`src/rtl/ir_packet_gen.sv`:
```
// IR packet generator: sends one packet per packet-rate tick. Each packet is
// START, SELECT, RIGHT, LEFT, BACK and FWD carrier bursts with a gap between
// consecutive bursts. Every burst is made from the selected car's carrier.

package ir_packet_pkg;

    // Per-car IR timing. The half period is in clocks. All other fields are in carrier periods.
    typedef struct packed {
        logic [15:0] carrierHalfPeriod;
        logic [7:0]  startBurst;
        logic [7:0]  carSelectBurst;
        logic [7:0]  gapSize;
        logic [7:0]  assertBurst;
        logic [7:0]  deassertBurst;
    } CarSettings;

endpackage

module ir_packet_gen
    import ir_packet_pkg::*;
#(
    parameter int unsigned CLK_FREQ_HZ    = 100_000_000,
    parameter int unsigned PACKET_RATE_HZ = 10
) (
    input  logic       CLK,
    input  logic       RESET,
    input  CarSettings selectedCar,
    input  logic [3:0] COMMAND,
    output logic       IR_LED,
    output logic       BUSY,
    output logic       PACKET_DONE
);

    localparam int unsigned PERIOD  = CLK_FREQ_HZ / PACKET_RATE_HZ;
    localparam int unsigned TW      = (PERIOD > 1) ? $clog2(PERIOD) : 1;
    localparam logic [TW-1:0] TICK_AT = TW'(PERIOD - 1);

    typedef enum logic [2:0] {
        S_IDLE, S_START, S_GAP, S_SELECT, S_RIGHT, S_LEFT, S_BACK, S_FWD
    } state_t;

    state_t      state, state_next;
    logic [TW-1:0] timer;
    logic        tick;
    CarSettings  cfg, next_cfg;
    logic [3:0]  cmd, next_cmd;
    logic [15:0] hcnt, hcnt_next, half_eff;
    logic        half_last;
    logic        carrier, carrier_next;
    logic [7:0]  pcnt, pcnt_next, cur_len, next_len;
    logic [2:0]  idx, idx_next;
    logic        load, seg_done, done_next, ir_next, busy_next;

    // Length, in carrier periods, of the segment played in a given state.
    function automatic logic [7:0] seg_len(input state_t s, input CarSettings c, input logic [3:0] cm);
        case (s)
            S_START:  seg_len = c.startBurst;
            S_GAP:    seg_len = c.gapSize;
            S_SELECT: seg_len = c.carSelectBurst;
            S_RIGHT:  seg_len = cm[0] ? c.assertBurst : c.deassertBurst;
            S_LEFT:   seg_len = cm[1] ? c.assertBurst : c.deassertBurst;
            S_BACK:   seg_len = cm[2] ? c.assertBurst : c.deassertBurst;
            S_FWD:    seg_len = cm[3] ? c.assertBurst : c.deassertBurst;
            default:  seg_len = 8'd0;
        endcase
    endfunction

    function automatic logic is_burst(input state_t s);
        is_burst = (s != S_IDLE) && (s != S_GAP);
    endfunction

    assign tick      = (timer == TICK_AT);
    assign half_eff  = (cfg.carrierHalfPeriod == 16'd0) ? 16'd1 : cfg.carrierHalfPeriod;
    assign half_last = (hcnt == half_eff - 16'd1);
    assign cur_len   = seg_len(state, cfg, cmd);
    // A zero-length segment lasts exactly one clock. Otherwise the segment ends when the last period completes.
    assign seg_done  = (cur_len == 8'd0) ||
                       (half_last && !carrier && (({1'b0, pcnt} + 9'd1) == {1'b0, cur_len}));

    // The packet about to start uses the inputs seen on the tick cycle. Otherwise the latched copy is used.
    assign next_cfg  = load ? selectedCar : cfg;
    assign next_cmd  = load ? COMMAND : cmd;
    assign next_len  = seg_len(state_next, next_cfg, next_cmd);
    assign ir_next   = carrier_next && is_burst(state_next) && (next_len != 8'd0);
    assign busy_next = (state_next != S_IDLE);

    // Free-running packet-rate timer. It produces a tick every PERIOD clocks.
    always_ff @(posedge CLK) begin
        // NOTE: non-blocking assignments in clocked blocks, so every flop samples pre-edge values.
        if (RESET || tick) timer <= '0;
        else               timer <= timer + TW'(1);
    end

    // Capture the car settings and the command when a packet starts. Later changes wait for the next packet.
    always_ff @(posedge CLK) begin
        if (RESET) begin
            cfg <= '0;
            cmd <= '0;
        end else if (load) begin
            cfg <= selectedCar;
            cmd <= COMMAND;
        end
    end

    // Next-state logic for the sequencer, the carrier divider and the period counter.
    always_comb begin
        // NOTE: every output of this block gets a default first, so no path infers a latch.
        state_next   = state;
        hcnt_next    = hcnt;
        carrier_next = carrier;
        pcnt_next    = pcnt;
        idx_next     = idx;
        load         = 1'b0;
        done_next    = 1'b0;

        if (state == S_IDLE) begin
            if (tick) begin
                load       = 1'b1;
                state_next = S_START;
                idx_next   = 3'd0;
            end
        end else if (seg_done) begin
            case (state)
                S_GAP: begin
                    idx_next = idx + 3'd1;
                    case (idx)
                        3'd0:    state_next = S_SELECT;
                        3'd1:    state_next = S_RIGHT;
                        3'd2:    state_next = S_LEFT;
                        3'd3:    state_next = S_BACK;
                        default: state_next = S_FWD;
                    endcase
                end
                S_FWD: begin
                    state_next = S_IDLE;
                    done_next  = 1'b1;
                end
                default: state_next = S_GAP;
            endcase
        end else begin
            hcnt_next = half_last ? 16'd0 : hcnt + 16'd1;
            if (half_last) begin
                carrier_next = ~carrier;
                if (!carrier) pcnt_next = pcnt + 8'd1;
            end
        end

        // Each segment starts with a fresh counter and a high carrier phase.
        if (state_next != state) begin
            hcnt_next    = 16'd0;
            carrier_next = 1'b1;
            pcnt_next    = 8'd0;
        end
    end

    // State and output registers. Reset aborts any packet in progress.
    always_ff @(posedge CLK) begin
        if (RESET) begin
            state       <= S_IDLE;
            hcnt        <= '0;
            carrier     <= 1'b0;
            pcnt        <= '0;
            idx         <= '0;
            IR_LED      <= 1'b0;
            BUSY        <= 1'b0;
            PACKET_DONE <= 1'b0;
        end else begin
            state       <= state_next;
            hcnt        <= hcnt_next;
            carrier     <= carrier_next;
            pcnt        <= pcnt_next;
            idx         <= idx_next;
            IR_LED      <= ir_next;
            BUSY        <= busy_next;
            PACKET_DONE <= done_next;
        end
    end

endmodule

```
`config.mk`:
```
export PLATFORM = sky130hd
export DESIGN_NAME = ir_packet_gen
export DESIGN_NICKNAME = d
export VERILOG_FILES = /design/src/rtl/ir_packet_gen.sv
export SDC_FILE = /design/constraint.sdc
export NUM_CORES = 1
export LEC_CHECK = 0
export ABC_AREA = 0
export CORE_ASPECT_RATIO = 0.8
export CORE_MARGIN = 3
export CORE_UTILIZATION = 60
export CTS_CLUSTER_SIZE = 20
export DETAILED_ROUTE_END_ITERATION = 10
export PLACE_DENSITY = 0.86
export SKIP_CTS_REPAIR_TIMING = 1
export SYNTH_ARGS = -nofsm -noshare
export SYNTH_HDL_FRONTEND = slang
export SYNTH_SLANG_ARGS = --single-unit
```
`constraint.sdc`:
```
create_clock -name CLK -period 13 [get_ports CLK]
set_input_delay 2.6 -clock CLK [delete_from_list [all_inputs] [get_ports CLK]]
set_output_delay 2.6 -clock CLK [all_outputs]
set_load 0.01 [all_outputs]
```
## Yosys cells after proc, flatten, opt, wreduce, memory -nomap -nowiden

Index checks and enable logic that the tools add are counted.

- Add/subtract/negate cells: 6
- Div/mod/pow operators: 0
- Bitwise logic cells: 3
- Magnitude comparators: 0
- Eq/ne operators: 23
- Multipliers: 0
- Mux-type cells: 30
- Reductions and logical operators: 21
- Shift-type cells: 0

Operators by type and width:

| operator | number |
|---|---|
| case mux 8 bit (7 select lines) | 2 |
| 2-to-1 mux 8 bit | 8 |
| 2-to-1 mux 40 bit | 1 |
| 2-to-1 mux 16 bit | 2 |
| adder 24 x 1 -> 24 bit (second input constant) | 1 |
| equality test 24 bit (second input constant) | 1 |
| equality test 3 bit (second input constant) | 8 |
| 2-to-1 mux 3 bit | 7 |
| equality test 3 x 2 -> 1 bit (second input constant) | 6 |
| adder 16 x 1 -> 16 bit (second input constant) | 1 |
| equality test 16 bit | 1 |
| zero test 16 bit | 1 |
| subtractor 16 x 1 -> 16 bit (second input constant) | 1 |
| case mux 3 bit (4 select lines) | 1 |
| adder 8 x 1 -> 9 bit (second input constant) | 1 |
| equality test 3 x 1 -> 1 bit (second input constant) | 3 |
| equality test 9 x 8 -> 1 bit | 1 |
| adder 8 x 1 -> 8 bit (second input constant) | 1 |
| zero test 8 bit | 1 |
| nonzero test 8 bit | 1 |
| 2-to-1 mux 1 bit | 7 |
| zero test 3 bit | 2 |
| case mux 3 bit (2 select lines) | 1 |
| logical AND 1 bit | 5 |
| 15 further kinds | 19 |

- Bits in registers: 118
- Bits in writable memories: 0
- Output and inout port bits: 3
- Memories kept: 0
- Bits in latches: 0
- Bits in read-only memories: 0

## Logic depth before layout (Yosys ltp)

- Depth in word-level cells: 13
- Gate-level depth with buffers: 25
- Depth with buffers taken out: 23

## Least setup slack after synthesis

No wires, ideal clock.

- Kind: register -> register
- Start: reg cfg[45] (netlist bit)
- End: reg IR_LED
- Stages on the path, launching flop included: 21
- Setup slack: 8.300 ns
- Arrival: 4.581 ns
- Cell sequence: dfxtp_1 clkbuf_1 nor4_1 nand2_1 nor2_1 a21oi_1 ha_1 or4b_4 or4_4 or3_1 a21oi_1 o2111ai_1 a2111oi_4 ha_1 nand4_1 o21a_1 or4_1 a22oi_1 a41oi_1 o21ai_1 o21ai_1

- Cells in the longest elaborated chain, start to end: 13

Ends and longest elaborated chain:

| item | RTL line | RTL |
|---|---|---|
| from (decl) | 45 | `CarSettings cfg, next_cfg;` |
| from (signal assigned) | 100 | `cfg <= selectedCar;` |
| zero test 16 bit | 73 | `assign half_eff = (cfg.carrierHalfPeriod == 16'd0) ? 16'd1 : cfg.carrierHalfPeriod;` |
| 2-to-1 mux 16 bit (*) | 73 |  |
| subtractor 16 x 1 -> 16 bit (*) | 74 | `assign half_last = (hcnt == half_eff - 16'd1);` |
| equality test 16 bit (*) | 74 |  |
| logical AND 1 bit (2 in a row) | 78 | `(half_last && !carrier && (({1'b0, pcnt} + 9'd1) == {1'b0, cur_len}));` |
| logical OR 1 bit | 77 | `assign seg_done = (cur_len == 8'd0) \|\|` |
| 2-to-1 mux 3 bit | 122 | `end else if (seg_done) begin` |
| 2-to-1 mux 3 bit | 116 | `if (state == S_IDLE) begin` |
| equality test 3 bit (tied with other cells) | 56 | `case (s)` |
| case mux 8 bit (7 select lines) (tied with other cells) | 56 |  |
| nonzero test 8 bit or logical AND 1 bit (tied branches) | 84 | `assign ir_next = carrier_next && is_burst(state_next) && (next_len != 8'd0);` |
| logical AND 1 bit (*) | 84 |  |
| to (signal assigned) | 173 | `IR_LED <= ir_next;` |
| to (decl) | 29 | `output logic IR_LED,` |

Mark *: on every way between the ends. The rest lies on a longest branch, timed or not.
A chain may end at the register's enable or synchronous reset.

## Worst setup path in the final report

- Start: reg cfg[48] (netlist bit)
- End: reg IR_LED

The elaborated chain is that of the path after synthesis.

==> out/qor.yml <==
cellPowerDensity_mw_per_mm2: 123
cts_max_level: 4
finalHoldWorstSlack_ns: 0.472
count_of_final_hold_check_violations: 0
initialDrtViolationCount: 832
cts.sinks: 118
height_of_the_die_um: 103
timing.critical_path.cells: "or4_1 > nor4_1 > nand2_1 > nor2_1 > a21oi_1 > ha_1 > nor3b_1 > nand2b_1 > a31oi_1 > a21oi_1 > nor4_1 > o2111ai_1 > a2111oi_4 > ha_1 > nand4_1 > o21ai_2 > nand2_1 > a2111oi_2 > o22ai_1 > o31ai_1 > o21ai_1"
finalNetCount: 1038
wl_um: 19300
clock_tree.buffer_depth: 2
timing_max_transition_violations_final: 0
layout.cells.most_common: "sky130_fd_sc_hd__nand2_1"
postSynthNetCount: 999
core_area_mm2: 0.0112
place.gp.congestion: 0.966
root_buffer: "sky130_fd_sc_hd__clkbuf_16"
layout.cells.most_common_list: "sky130_fd_sc_hd__nand2_1, sky130_fd_sc_hd__dfxtp_1, sky130_fd_sc_hd__nor2_1"
grt_pass1_vias: 6134
startpoint_type: "register"
power.ir.vdd_worst_mv: 0.0988
yosysSeqAreaShare: 0.333
tightestPinTransition_ns: 1.17
drv.max_cap_violation_count: 0
post-dp-hpwl_um: 13400
area_share_of_the_leading_cell_type_in_the_synthesized_netlist: 0.333
floorplan.die_area_mm2: 0.0132
outcome: "complete, no violations"
grt_first_pass_wirelength_um: 31100
gr-total-overflow: 0
detail_route.wl_per_cell_um: 17.2
clk_pin_slew_worst_paths_ns: 0.06
cts_made_buffers: 17
synth_cell_types: 73
grt_antenna_before_repair: 0
num_io_pins: 65
netlist_area_mm2: 0.00709
period_minus_slack_ns: 5.69
crit_family: "simple AND/OR/NAND/NOR gates"
tightest_slew_margin_relative_to_the_limit: 0.218
final_min_period_over_clock_period: 0.437
fp.dieW_um: 128
syn_avg_cell_area_um2: 7.65
synth_area_leader_cell: "sky130_fd_sc_hd__dfxtp_1"
count_of_standard_cell_rows: 34
hold_path.class: "register to register"
n_antenna_cell: 0
drt_drc_violations_left: 0
synth.area.top_cells: "sky130_fd_sc_hd__dfxtp_1, sky130_fd_sc_hd__nand2_1, sky130_fd_sc_hd__a21oi_1"
routed_via_density: 6.16
ys_seq_elements: 118
cts_tree: "built"
critPathRequiredTime_ns: 13.31
critical_path_max_stage_delay_ns: 0.58
synthesis.instances: 927
ys.warnings.count: 0
layout.filler_cells: 856
crit_type: "register to register"
critPathArrivalTime_ns: 5.99
postRouteAntennaNets: 0
static-leakage-power_nw: 2.79
routed-via-count: 6921
worstSetupEndpointType: "register"
finalClockSkew_ns: 0.00783
finalSetupViolations: 0
crit_fanout: 22
areaGrowthSynthToFinish_pct: 17.5
drtPass1Iterations: 6
crit_path_top_delay_cell: "sky130_fd_sc_hd__or4_1"
global_route.usage.total: 0.297
initial_utilization: 0.634
rsz_0062_raised_after_global_routing: "no"
critical_path.n_buffers_inverters: 0
buffer_ports.inserted: 64
clock_latency_ns: 0.42
largest_net_degree_at_the_start_of_global_routing: 73
final_layout_size_suffix_gt1_frac: 0.0633
maxClockFrequency_mhz: 176
ys_async_sr_fraction: 0
synth_top_flop_cell: "sky130_fd_sc_hd__dfxtp_1"
synth-edff-count: 0
fin_tns_setup_ns: 0
worst paths after layout:
| path | start | end | slack [ns] | depth (start not counted) |
|---|---|---|---|---|
| worst max register to register | cfg[48]$_SDFFE_PP0P_ | IR_LED$_SDFF_PP0_ | 7.31 | 21 |
| worst min register to register | cfg[41]$_SDFFE_PP0P_ | cfg[41]$_SDFFE_PP0P_ | 0.47 | 2 |
| worst max-delay path | cfg[48]$_SDFFE_PP0P_ | IR_LED$_SDFF_PP0_ | 7.31 | 21 |
| worst min-delay path | cfg[41]$_SDFFE_PP0P_ | cfg[41]$_SDFFE_PP0P_ | 0.47 | 2 |
Yosys cell counts, drive strengths merged (2+ instances only):
| master | n |
|---|---|
| a31o | 2 |
| and2 | 4 |
| or4 | 14 |
| a211oi | 5 |
| nand2 | 165 |
| nor4 | 15 |
| o22ai | 7 |
| o21a | 2 |
| nand4 | 11 |
| nor2b | 8 |
| nor2 | 100 |
| clkbuf | 27 |
| a311oi | 2 |
| a21oi | 96 |
| nand3b | 9 |
| buf | 23 |
| o211a | 2 |
| xor2 | 29 |
| o221ai | 2 |
| a31oi | 9 |
| nand4b | 2 |
| nand3 | 27 |
| o21ai | 24 |
| inv | 16 |
| mux2i | 37 |
| a221oi | 4 |
| nor3b | 11 |
| or3 | 13 |
| a2111oi | 5 |
| dfxtp | 118 |
| nand2b | 7 |
| nor3 | 27 |
| nor4b | 4 |
| a22oi | 2 |
| and3 | 8 |
| ha | 10 |
| a21o | 3 |
| o31ai | 2 |
| o211ai | 5 |
| mux2 | 9 |
| o2bb2ai | 4 |
| and4 | 5 |
| xnor2 | 39 |
worst min-delay path: cells and delay by family, from the launching register on:
kind | cells | cell delay, ns
simple gates | 1 | 0.06
flops | 1 | 0.32
compound gates | 1 | 0.05
per-stage QoR:
stage | cells | setup slack, ns | power (mW) | util | cell area [um^2]
finish | 1123 | 7.31 | 1.02 | 0.744 | 8330
global route | 1123 | 6.77 | 1.05 | 0.744 | 8330
CTS | 1123 | 7.36 | 1.02 | 0.744 | 8330
detailed placement | 1091 | 7.41 | 0.541 | 0.690 | 7720
global placement | 1091 | 7.57 | 0.539 | 0.690 | 7720
floorplan | 927 | 8.30 | 0.493 | - | 7090
layer usage:
| layer | up-vias | GRT usage | wire length [um] | part of all wire |
|---|---|---|---|---|
| li1 | 3364 | - | - | - |
| met1 | 3191 | 0.432 | 8940 | 0.46 |
| met2 | 316 | 0.431 | 8210 | 0.42 |
| met3 | 50 | 0.0744 | 1780 | 0.092 |
| met4 | 0 | 0.0948 | 415 | 0.021 |
| met5 | - | 0 | 0 | 0 |
state kept, by name, indices dropped and copies added, names as in the netlist, 3 cells and up:
signal and flops:
pcnt 8, idx 3, cfg 56, cmd 4, hcnt 16, state 3, timer 24
logic make-up (layout without fill, tap and decap cells):
logic type	after synthesis	in the layout	share of synthesized area
buffers and inverters	66	118	0.0404
adder cells (fa/ha/maj)	10	10	0.0177
XOR/XNOR	68	68	0.0840
AO/OA/AOI/OAI	184	184	0.162
AND/OR/NAND/NOR	435	435	0.296
flip-flops	118	118	0.333
multiplexers	46	46	0.0665
where the power goes:
group,internal (mW),switching (mW),total (mW)
registers,0.368,0.0160,0.384
clock network,0.302,0.178,0.480
logic,0.0642,0.0920,0.156
area by class of cell:
class                           instances  area [um^2]  share of cell area
Multi-Input combinational cell        743         4440               0.533
Sequential cell                       118         2360               0.284
Timing Repair Buffer                   70          681              0.0817
Clock buffer                           17          425              0.0511
Tap cell                              144          180              0.0216
Clock inverter                         15          179              0.0215
Inverter                               16         60.1             0.00721
Note: power is estimated with default switching activity, not from simulation.
